==> config.mk <==
export PLATFORM = sky130hd
export DESIGN_NAME = lsu_mem_initiator
export DESIGN_NICKNAME = d
export VERILOG_FILES = /design/src/rtl/lsu_mem_initiator.sv
export SDC_FILE = /design/constraint.sdc
export NUM_CORES = 1
export LEC_CHECK = 0
export BUFFER_PORTS_ARGS = -buffer_cell sky130_fd_sc_hd__buf_2
export CAP_MARGIN = 5
export CORE_MARGIN = 4
export CORE_UTILIZATION = 52
export DETAILED_ROUTE_END_ITERATION = 12
export PLACE_DENSITY = 0.95
export SKIP_LAST_GASP = 1
export SYNTH_ARGS = -nofsm -noshare
export SYNTH_HDL_FRONTEND = slang
export SYNTH_SLANG_ARGS = --single-unit
==> constraint.sdc <==
create_clock -name clk -period 4.9 [get_ports clk]
set_input_delay 0.98 -clock clk [delete_from_list [all_inputs] [get_ports clk]]
set_output_delay 0.98 -clock clk [all_outputs]
set_load 0.1 [all_outputs]
==> src/rtl/lsu_mem_initiator.sv <==
// Load/store initiator for the synchronous data memory: one request at a time, IDLE -> ACCESS -> RESP.
// Optional per-kind response counters are compiled in when LSU_PERF_CNT_EN is defined.
module lsu_mem_initiator #(
  parameter int ADDR_W = 32,
  parameter int DATA_W = 32
) (
  input  logic              clk,
  input  logic              rst,
  input  logic              req_valid,
  output logic              req_ready,
  input  logic              req_we,
  input  logic [2:0]        req_funct3,
  input  logic [ADDR_W-1:0] req_addr,
  input  logic [DATA_W-1:0] req_wdata,
  output logic              resp_valid,
  input  logic              resp_ready,
  output logic [DATA_W-1:0] resp_rdata,
  output logic              resp_err,
  output logic [ADDR_W-1:0] mem_addr,
  output logic              mem_we,
  output logic [3:0]        mem_be,
  output logic [DATA_W-1:0] mem_wdata,
  input  logic [DATA_W-1:0] mem_rdata
`ifdef LSU_PERF_CNT_EN
  ,
  output logic [31:0]       perf_loads,
  output logic [31:0]       perf_stores,
  output logic [31:0]       perf_errs
`endif
);

  // state  | meaning
  // IDLE   | waiting for a request
  // ACCESS | address/strobes on the memory port for one cycle
  // RESP   | response held until resp_ready
  typedef enum logic [1:0] {IDLE, ACCESS, RESP} state_t;

  state_t            state_q, state_d;
  logic              r_we, r_err;
  logic [2:0]        r_f3;
  logic [ADDR_W-1:0] r_addr;
  logic [DATA_W-1:0] r_wdata;

  logic              f3_legal, misalign, dec_err;
  logic [1:0]        off;
  logic [3:0]        be_calc;
  logic [DATA_W-1:0] wdata_rep, rd_shift, load_ext;
  logic [ADDR_W-1:0] addr_aligned;

  always_comb begin
    f3_legal = req_we ? (req_funct3 inside {3'b000, 3'b001, 3'b010})
                      : (req_funct3 inside {3'b000, 3'b001, 3'b010, 3'b100, 3'b101});
    misalign = ((req_funct3[1:0] == 2'b01) && req_addr[0]) ||
               ((req_funct3[1:0] == 2'b10) && (req_addr[1:0] != 2'b00));
    dec_err  = !f3_legal || misalign;
  end

  always_ff @(posedge clk or posedge rst) begin
    if (rst) begin
      state_q <= IDLE;
      r_we    <= 1'b0;
      r_err   <= 1'b0;
      r_f3    <= 3'b000;
      r_addr  <= '0;
      r_wdata <= '0;
    end else begin
      state_q <= state_d;
      if (state_q == IDLE && req_valid) begin
        r_we    <= req_we;
        r_err   <= dec_err;
        r_f3    <= req_funct3;
        r_addr  <= req_addr;
        r_wdata <= req_wdata;
      end
    end
  end

  always_comb begin
    state_d = state_q;
    case (state_q)
      IDLE:    if (req_valid) state_d = dec_err ? RESP : ACCESS;
      ACCESS:  state_d = RESP;
      RESP:    if (resp_ready) state_d = IDLE;
      default: state_d = IDLE;
    endcase
  end

  always_comb begin
    off          = r_addr[1:0];
    addr_aligned = {r_addr[ADDR_W-1:2], 2'b00};
    case (r_f3[1:0])
      2'b00:   begin be_calc = 4'b0001 << off; wdata_rep = {4{r_wdata[7:0]}};  end
      2'b01:   begin be_calc = 4'b0011 << off; wdata_rep = {2{r_wdata[15:0]}}; end
      default: begin be_calc = 4'b1111;        wdata_rep = r_wdata;            end
    endcase
    rd_shift = mem_rdata >> {off, 3'b000};
    case (r_f3)
      3'b000:  load_ext = {{24{rd_shift[7]}}, rd_shift[7:0]};
      3'b001:  load_ext = {{16{rd_shift[15]}}, rd_shift[15:0]};
      3'b100:  load_ext = {24'd0, rd_shift[7:0]};
      3'b101:  load_ext = {16'd0, rd_shift[15:0]};
      default: load_ext = mem_rdata;
    endcase
  end

  always_comb begin
    req_ready  = 1'b0;
    resp_valid = 1'b0;
    resp_err   = 1'b0;
    resp_rdata = '0;
    mem_addr   = '0;
    mem_we     = 1'b0;
    mem_be     = 4'b0000;
    mem_wdata  = '0;
    case (state_q)
      IDLE: req_ready = !rst;
      ACCESS: begin
        mem_addr  = addr_aligned;
        mem_be    = be_calc;
        mem_wdata = wdata_rep;
        mem_we    = r_we;
      end
      RESP: begin
        resp_valid = 1'b1;
        resp_err   = r_err;
        // address stays up so the registered read data remains stable under backpressure
        mem_addr   = r_err ? '0 : addr_aligned;
        resp_rdata = (!r_we && !r_err) ? load_ext : '0;
      end
      default: ;
    endcase
  end

`ifdef LSU_PERF_CNT_EN
  always_ff @(posedge clk or posedge rst) begin
    if (rst) begin
      perf_loads  <= '0;
      perf_stores <= '0;
      perf_errs   <= '0;
    end else if (resp_valid && resp_ready) begin
      if (r_err)     perf_errs   <= perf_errs + 32'd1;
      else if (r_we) perf_stores <= perf_stores + 32'd1;
      else           perf_loads  <= perf_loads + 32'd1;
    end
  end
`endif

endmodule

==> results of run 1 <==
-- final timing paths --
kind / from / slack, ns / end
min reg2reg: r_addr[26] / 0.50 / r_addr[26]
min: r_addr[26] / 0.50 / r_addr[26]
max reg2reg: state_q[0] / 2.53 / r_wdata[19]
min in group asynchronous: rst / 0.75 / r_wdata[1]
max in group asynchronous: rst / 3.18 / r_addr[3]
max: r_f3[0] / 0.96 / resp_rdata[19]
-- area by class of cell --
type	count	area [um^2]
Fill cell	624	2770
Inverter	5	18.8
Timing Repair Buffer	212	1080
Sequential cell	71	1780
Multi-Input combinational cell	335	2690
Tap cell	108	135
Clock inverter	5	104
Clock buffer	11	151
-- metal layers --
| layer | wire (um) | vias up | track usage (%) |
|---|---|---|---|
| li1 | - | 1997 | - |
| met1 | 5310 | 2125 | 30.1 |
| met2 | 7350 | 238 | 48.7 |
| met3 | 1380 | 50 | 7.44 |
| met4 | 658 | 0 | 15.2 |
| met5 | 0 | - | 0 |
-- logic make-up (layout without fill, tap and decap cells) --
logic type / count (synthesis) / after routing / share of synthesized area [%]
AOI/OAI and AO/OA: 79 / 79 / 14.3
adders and majority gates: 3 / 3 / 0.805
other: 1 / 2 / 0.0805
buffers and inverters: 46 / 233 / 4.51
and+or+nand+nor: 149 / 149 / 18.2
muxes: 102 / 102 / 24.0
DFF: 71 / 71 / 38.1
-- cell usage in the layout (no fill, tap or decap), types with 4 or more instances in the layout --
cell       synthesis  final
buf_2              9    205
mux2_2            76     76
dfrtp_1           71     71
and2_1            40     40
nor2b_1           27     27
nand2_1           27     26
mux2i_1           24     24
or3_1             17     17
o32ai_1           17     16
nand3_1           12     12
clkbuf_8           0     11
nand2b_1           9      9
o211a_1            8      8
a21boi_1           8      8
o22ai_1            7      7
a2bb2oi_1          7      7
buf_4              3      7
a22oi_1            6      6
nor2_1             6      6
o221a_2            6      6
o21ai_0            4      4
-- stage by stage --
step	area [um^2]	setup TNS [ns]	setup WS [ns]	hold slack (ns)
final	5950	0	0.962	0.502
after global routing	5950	0	0.795	0.520
after CTS	5950	0	0.965	0.503
after detailed placement	5700	0	1.18	0.485
after global placement	5700	0	1.28	0.478
after floorplan	4670	-6.12	-0.450	0.471
-- flip-flops by register name, indices dropped and copies added, names as in the netlist --
register and count:
r_addr 32, r_wdata 32, r_f3 3, state_q 2
r_err 1, r_we 1
-- critical path: stages (launching register included) --
cell and delay [ns]:
dfrtp_1 0.75, o21bai_2 0.52, nand2_1 0.41, o32ai_1 0.44
buf_2 0.49
==> key figures, run 1 <==
Setup path
  – Worst reg-to-reg path cell count: 5
  – Critical path type: flop to output pin
  – Startpoint class of the critical path: flop
  – Critical Path RT: 3.92 ns
  – Crit path max fanout: 24
  – CP arrival: 2.96 ns
  – Crit end category: output pin

Synth
  – Netlist Area Pre-Place: 4660 um^2
  – Seq/Total Area, Yosys: 38.1%
  – Ys flop type: dfrtp_1
  – Total number of yosys warnings: 0
  – Post-Syn Area per Cell: 10.3 um^2
  – Most frequent cells after synthesis: mux2_2, dfrtp_1, and2_1
  – Yosys cell types: 51
  – Post-synthesis async set-or-reset flop share: 100%
  – Number of synthesized register bits: 71
  – Post-Syn Instances: 451
  – EDFF count, synth: 0
  – Yosys top cell by area: dfrtp_1
  – Share of the synthesized area in the top cell type: 38.1%
  – Count leader, synth: mux2_2
  – Synth area leaders: dfrtp_1, mux2_2, and2_1

Floorplanning
  – Die X: 103 um
  – Floorplan row count: 34
  – Initial Util: 53.4%
  – Die Area: 10500 um^2
  – Die Y-Extent: 103 um
  – Core Box Area: 8720 um^2
  – Ports: 208

Finish
  – Final nets: 741
  – Final Core Density: 68.2%
  – Layout Cells excl Fill: 747
  – Layout cells sized above 1: 49.9%
  – Synth-to-layout area growth: 27.7%
  – Number of diodes: 0

STA
  – Measured slew at the worst slew-check pin: 0.981 ns
  – Unrepaired setup endpoints after global routing: no
  – Normalized max-slew margin: 34.6%
  – Setup Skew: 0.00881 ns
  – Final hold violations: 0
  – Setup violators final: 0
  – Fin crit share: 80.4%
  – Fin crit period: 3.94 ns
  – Fmax: 0.254 GHz
  – Slew Viols, Final: 0

GRT
  – Number of global-route vias before repair: 4643
  – Largest net degree at the start of global routing: 40
  – First-pass GRT wire length: 22.7 mm
  – Total global-route track usage: 27.7%
  – Initial antenna violation count: 0
  – GRT overflow: 0

CTS
  – CTS sink count: 71
  – Post-CTS Setup Inserts: 0
  – # resized after CTS: 0
  – CTS buffer count: 9
  – Post-CTS Hold Fix Bufs: 0
  – H-Tree Depth: 3
  – Max clock buf depth: 2
  – Clk root buf: clkbuf_8
  – Clk pin slew, worst setup/hold paths: 0.08 ns
  – TritonCTS clock tree: done
  – Clock Latency Late Sink: 0.35 ns

Detailed routing
  – Vias per inst: 5.90
  – Final ANT Viol Nets: 0
  – DRT iter0 DRCs: 137
  – Avg WL per Cell: 19.7 um
  – DRT Wirelength: 14.7 mm
  – Drt drc: 0
  – Vias: 4410
  – Initial DRT Pass Iterations: 5

Hold path
  – Hold path depth: 1
  – Min-delay worst type: flop to flop

Place
  – Post-detail-place hpwl: 10.7 mm
  – Input/output buffers: 205
  – GP Congestion: 0.931
  – Post-placement cell count: 731

Job
  – Maxcap violations: 0

Run status
  – Status: completed
Power of run 1 is left out: the tool's default activity adds up to more than one toggle a clock period on the data nets, which glitch-free logic cannot reach.
==> run 2: changes to the inputs <==
--- a/config.mk
+++ b/config.mk
@@ -8,9 +8,9 @@
 export BUFFER_PORTS_ARGS = -buffer_cell sky130_fd_sc_hd__buf_2
 export CAP_MARGIN = 5
 export CORE_MARGIN = 4
-export CORE_UTILIZATION = 52
+export CORE_UTILIZATION = 43
 export DETAILED_ROUTE_END_ITERATION = 12
-export PLACE_DENSITY = 0.95
+export PLACE_DENSITY = 0.88
 export SKIP_LAST_GASP = 1
 export SYNTH_ARGS = -nofsm -noshare
 export SYNTH_HDL_FRONTEND = slang
==> constraint.sdc (replaced) <==
create_clock -name clk -period 3.5 [get_ports clk]
set_input_delay 0.7 -clock clk [delete_from_list [all_inputs] [get_ports clk]]
set_output_delay 0.7 -clock clk [all_outputs]
set_load 0.1 [all_outputs]
==> run 2 against run 1 <==
  * Via count is 1.7% higher
  * Global-route usage is 1.8 points lower
  * First-iteration DRC count increased by 130%
  * Sequential cell count did not move
  * Final cell count rose by 4.3%
  * Wire length up 10%
  * Critical path depth is the same
  * Count of clock-buffer cells in the layout down 1
  * Die area up 19%
  * Clock skew shrank 0.0017 ns
  * Worst hold slack about the same
  * Core utilization grew 1.9 points
==> key figures, run 2 (same netlist as run 1, synthesis figures left out) <==
Run status
  – Status: completed

Setup path
  – Critical Path RT: 2.80 ns
  – Critical path type: flop to output pin
  – Worst reg-to-reg path cell count: 5
  – CP arrival: 2.60 ns
  – Crit path max fanout: 16
  – R2R Path Start: state_q[1]
  – Crit end category: output pin
  – Startpoint class of the critical path: flop
  – Worst R2R Setup Slack: 1.59 ns
  – R2R Path End: r_wdata[3]

Finish
  – Most common cell after layout, fill and taps aside: buf_2
  – Layout cells sized above 1: 54.1%
  – Synth-to-layout area growth: 57.5%
  – Largest regs: r_addr: 32 flops, r_wdata: 32 flops, r_f3: 3 flops
  – Number of diodes: 0
  – Final instance area: 7340 um^2
  – Most frequent cells in the layout: buf_2, mux2_2, dfrtp_1
  – Final nets: 745

Detailed routing
  – Drt drc: 0
  – Vias per inst: 5.76
  – DRT iter0 DRCs: 321
  – Initial DRT Pass Iterations: 6
  – Final ANT Viol Nets: 0
  – Avg WL per Cell: 20.8 um
  – DRT Wirelength: 16.2 mm
  – Vias: 4486

Pwr
  – Pleak: 3.26 nW
  – Switching share of power: 55.3%
  – Comb power frac: 71.2%
  – Sw power: 4.49 mW
  – Largest vdd supply drop: 0.812 mV
  – Pwr dens: 1110 nW/um^2
  – Power share of the clock group: 8.9%
  – Sequential power share: 19.9%
  – Internal: 3.64 mW

STA
  – Fmax: 0.303 GHz
  – Final hold violations: 0
  – Fin crit share: 94.4%
  – Normalized max-slew margin: 45.5%
  – Measured slew at the worst slew-check pin: 0.817 ns
  – Setup violators final: 0
  – Unrepaired setup endpoints after global routing: no
  – Slew Viols, Final: 0
  – Fin crit period: 3.30 ns
  – Setup Skew: 0.00711 ns
  – Setup_tns: 0 ns

CTS
  – Clock Latency Late Sink: 0.35 ns
  – Clk root buf: clkbuf_8
  – CTS sink count: 71
  – Post-CTS Setup Inserts: 0
  – TritonCTS clock tree: done
  – H-Tree Depth: 3
  – Max clock buf depth: 2
  – Post-CTS Hold Fix Bufs: 0
  – Clk pin slew, worst setup/hold paths: 0.08 ns
  – # resized after CTS: 0
  – CTS buffer count: 9

Floorplanning
  – Initial Util: 44.5%
  – Floorplan row count: 37
  – Ports: 208
  – Die Area: 12600 um^2
  – Die Y-Extent: 112 um
  – Core Box Area: 10500 um^2
  – Die X: 112 um

Hold path
  – Hold path depth: 1
  – Hold path start: r_addr[27]
  – Min-delay worst type: flop to flop
  – Hold EP: r_addr[27]

GRT
  – Total global-route track usage: 25.9%
  – Gr busiest metal: met2
  – Met1 Use GR: 27.9%
  – Largest net degree at the start of global routing: 63
  – Number of global-route vias before repair: 5009
  – Met2 usage: 46.9%
  – Initial antenna violation count: 1
  – Met3 Use GR: 8.03%
  – First-pass GRT wire length: 26.3 mm
  – GRT overflow: 0

Place
  – Input/output buffers: 205
  – Placed cell area: 7130 um^2
  – Post-detail-place hpwl: 12.5 mm
  – GP Congestion: 0.942

Job
  – Maxcap violations: 0
## run 2: cell count changes in the layout (fill, tap and decap cells not counted), moves of 2 or more
| cell | delta |
|---|---|
| buf_12 | +66 |
| buf_2 | -64 |
| o32ai_4 | +17 |
| o32ai_1 | -16 |
| o22ai_1 | -7 |
| o22ai_2 | +6 |
| buf_4 | +2 |
| clkbuf_8 | -2 |
| clkinvlp_4 | +2 |
## run 2: layer usage
layer	wire (um)	vias to the layer above	part of all wire [%]
li1	-	2010	-
met1	5730	2186	35
met2	8490	240	52
met3	1490	48	9.2
met4	498	2	3.1
met5	13	-	0.080
## run 2: per-stage QoR
stage | std cells | util, % | power (mW) | worst slack [ns] | hold slack, ns
final | 779 | 70.2 | 8.13 | 0.197 | 0.502
after global routing | 779 | 70.2 | 8.48 | 0.0766 | 0.530
after CTS | 779 | 70.2 | 8.15 | 0.210 | 0.503
after detailed placement | 763 | 68.1 | 7.40 | 0.596 | 0.485
after global placement | 763 | 68.1 | 7.19 | 0.649 | 0.479
after floorplan | 452 | - | 5.78 | 0.0641 | 0.471
## run 2: worst max-delay path by stage
stage / endpoint / from / depth (start not counted)
after floorplan: resp_rdata[21] / state_q[0] / 6
after global placement: resp_rdata[9] / state_q[0] / 6
after detailed placement: resp_rdata[26] / state_q[0] / 6
after CTS: resp_rdata[26] / state_q[0] / 6
after global routing: resp_rdata[14] / r_addr[1] / 4
final: resp_rdata[14] / r_addr[1] / 4
## run 2: layout make-up
cell class | instances | area (um^2)
clock buffers | 10 | 128
clock inverters | 6 | 85.1
fillers | 718 | 3120
inverters | 5 | 18.8
multi-input cells | 335 | 3070
flip-flops and latches | 71 | 1780
well taps | 136 | 170
repair buffers | 216 | 2090
## run 2: critical path, cell delays in order (launching register included)
cell and delay (ns):
dfrtp_1 0.62, nor2b_1 0.70, a22oi_1 0.26, o22ai_2 0.22
buf_2 0.45
## run 2: power groups by stage
| stage | logic, mW | clock network [mW] | registers (mW) |
|---|---|---|---|
| after floorplan | 4.35 | 0 | 1.43 |
| after global placement | 5.64 | 0 | 1.55 |
| after detailed placement | 5.78 | 0 | 1.61 |
| after CTS | 5.81 | 0.731 | 1.61 |
| after global routing | 6.04 | 0.768 | 1.67 |
| final | 5.79 | 0.721 | 1.62 |
(Power assumes the default switching activity.)
==> run 3: changes to the inputs <==
==> constraint.sdc (replaced) <==
create_clock -name clk -period 3.5 [get_ports clk]
set_input_delay 0.875 -clock clk [delete_from_list [all_inputs] [get_ports clk]]
set_output_delay 0.875 -clock clk [all_outputs]
set_load 0.1 [all_outputs]
==> run 3 against run 2 <==
  * Maximum frequency is essentially flat
  * Combinational power grew 2%
  * Via count grew 0.11%
  * Critical path type unchanged
  * Largest power group unchanged
==> key figures, run 3 (same netlist as run 1, synthesis figures left out) <==
Run status
  – Status: completed

Setup path
  – Critical path type: flop to output pin
  – Startpoint class of the critical path: flop
  – Crit path max fanout: 14
  – CP arrival: 2.43 ns
  – Critical Path RT: 2.62 ns
  – Crit path launch: r_addr[0]
  – R2R Path Start: state_q[1]
  – Crit end category: output pin

Job
  – Maxcap violations: 0

STA
  – Slew Viols, Final: 0
  – Final worst slack: 0.196 ns
  – Setup_tns: 0 ns
  – Fin crit period: 3.30 ns
  – Normalized max-slew margin: 36.1%
  – Unrepaired setup endpoints after global routing: no
  – Hold Slack: 0.503 ns
  – Setup violators final: 0
  – Fmax: 0.303 GHz
  – Setup Skew: 0.00632 ns
  – Final hold violations: 0
  – Measured slew at the worst slew-check pin: 0.957 ns
  – Fin crit share: 94.4%

Detailed routing
  – DRT Wirelength: 16.5 mm
  – Final ANT Viol Nets: 0
  – DRT iter0 DRCs: 200
  – Vias: 4491
  – Drt drc: 0
  – Vias per inst: 5.73
  – Initial DRT Pass Iterations: 4
  – Avg WL per Cell: 21.0 um

CTS
  – Post-CTS Hold Fix Bufs: 0
  – H-Tree Depth: 3
  – Clk root buf: clkbuf_8
  – CTS sink count: 71
  – Clk pin slew, worst setup/hold paths: 0.08 ns
  – Post-CTS Setup Inserts: 0
  – Max clock buf depth: 2
  – TritonCTS clock tree: done
  – CTS buffer count: 9
  – Clock Latency Late Sink: 0.36 ns

Place
  – Input/output buffers: 205
  – Setup WS pre-CTS: 0.393 ns
  – Placed cell area: 7240 um^2
  – Post-detail-place hpwl: 12.5 mm
  – Post-placement cell count: 768
  – GP Congestion: 0.884

GRT
  – First-pass GRT wire length: 26.3 mm
  – Number of global-route vias before repair: 4839
  – Total global-route track usage: 26.1%
  – GRT overflow: 0
  – Largest net degree at the start of global routing: 47
  – Initial antenna violation count: 0

Pwr
  – Pleak: 3.34 nW
  – Total power: 8.45 mW
  – Largest vdd supply drop: 0.812 mV
  – Pwr dens: 1120 nW/um^2

Finish
  – Synth-to-layout area growth: 61.3%
  – Largest regs: r_addr: 32 flops, r_wdata: 32 flops, r_f3: 3 flops
  – Layout cells sized above 1: 54.9%
  – Final instance area: 7520 um^2
  – Most frequent cells in the layout: buf_2, mux2_2, dfrtp_1
  – Layout Cells excl Fill: 784
  – Number of diodes: 0
  – Most common cell after layout, fill and taps aside: buf_2
  – Final nets: 750
  – Fillers: 663
  – Final Core Density: 71.9%

Floorplanning
  – Initial Util: 44.5%
  – Floorplan row count: 37
  – Die Y-Extent: 112 um
  – Ports: 208
  – Die Area: 12600 um^2
  – Core Box Area: 10500 um^2
  – Die X: 112 um

Hold path
  – Hold path start: r_addr[22]
  – Min-delay worst type: flop to flop
-- run 3: repair_timing --
action                                  CTS  global route
gates resized for setup                   0             1
hold endpoints to repair                  0             0
endpoints found under the setup margin    0            16
-- run 3: critical path, cell delays in order, from the launching register on --
cell     delay (ns)
dfrtp_1        0.68
nor2_1         0.07
nor2_1         0.57
o221a_2        0.31
buf_2          0.43
-- run 3: worst paths after layout --
kind,depth (start not counted),slack (ns),to
setup reg to reg,5,1.33,r_wdata[3]
setup / recovery,4,0.20,resp_rdata[0]
max in group asynchronous,3,1.98,r_wdata[6]
min in group asynchronous,2,0.75,r_addr[21]
hold / removal,1,0.50,r_addr[22]
hold reg to reg,1,0.50,r_addr[22]
-- run 3: metal layers --
layer / GRT usage, % / vias to the layer above / share of wire (%)
li1: - / 2019 / -
met3: 8.68 / 37 / 8.8
met2: 46.6 / 233 / 52
met4: 9.46 / 0 / 3.0
met1: 28.9 / 2202 / 36
met5: 0 / - / 0
-- run 3: cell type report --
cell class / instances / area, um^2 / area share [%]
clock buffer: 11 / 151 / 2.01
clock inverter: 5 / 128 / 1.70
inverter: 5 / 18.8 / 0.250
multi-input combinational: 335 / 3090 / 41.0
sequential: 71 / 1780 / 23.6
tap: 136 / 170 / 2.26
timing repair buffer: 221 / 2190 / 29.1
-- run 3: power breakdown --
part / internal (mW) / switching, mW
Combinational: 2.08 / 3.82
Clock: 0.584 / 0.319
Sequential: 1.24 / 0.408
Total: 3.90 / 4.55
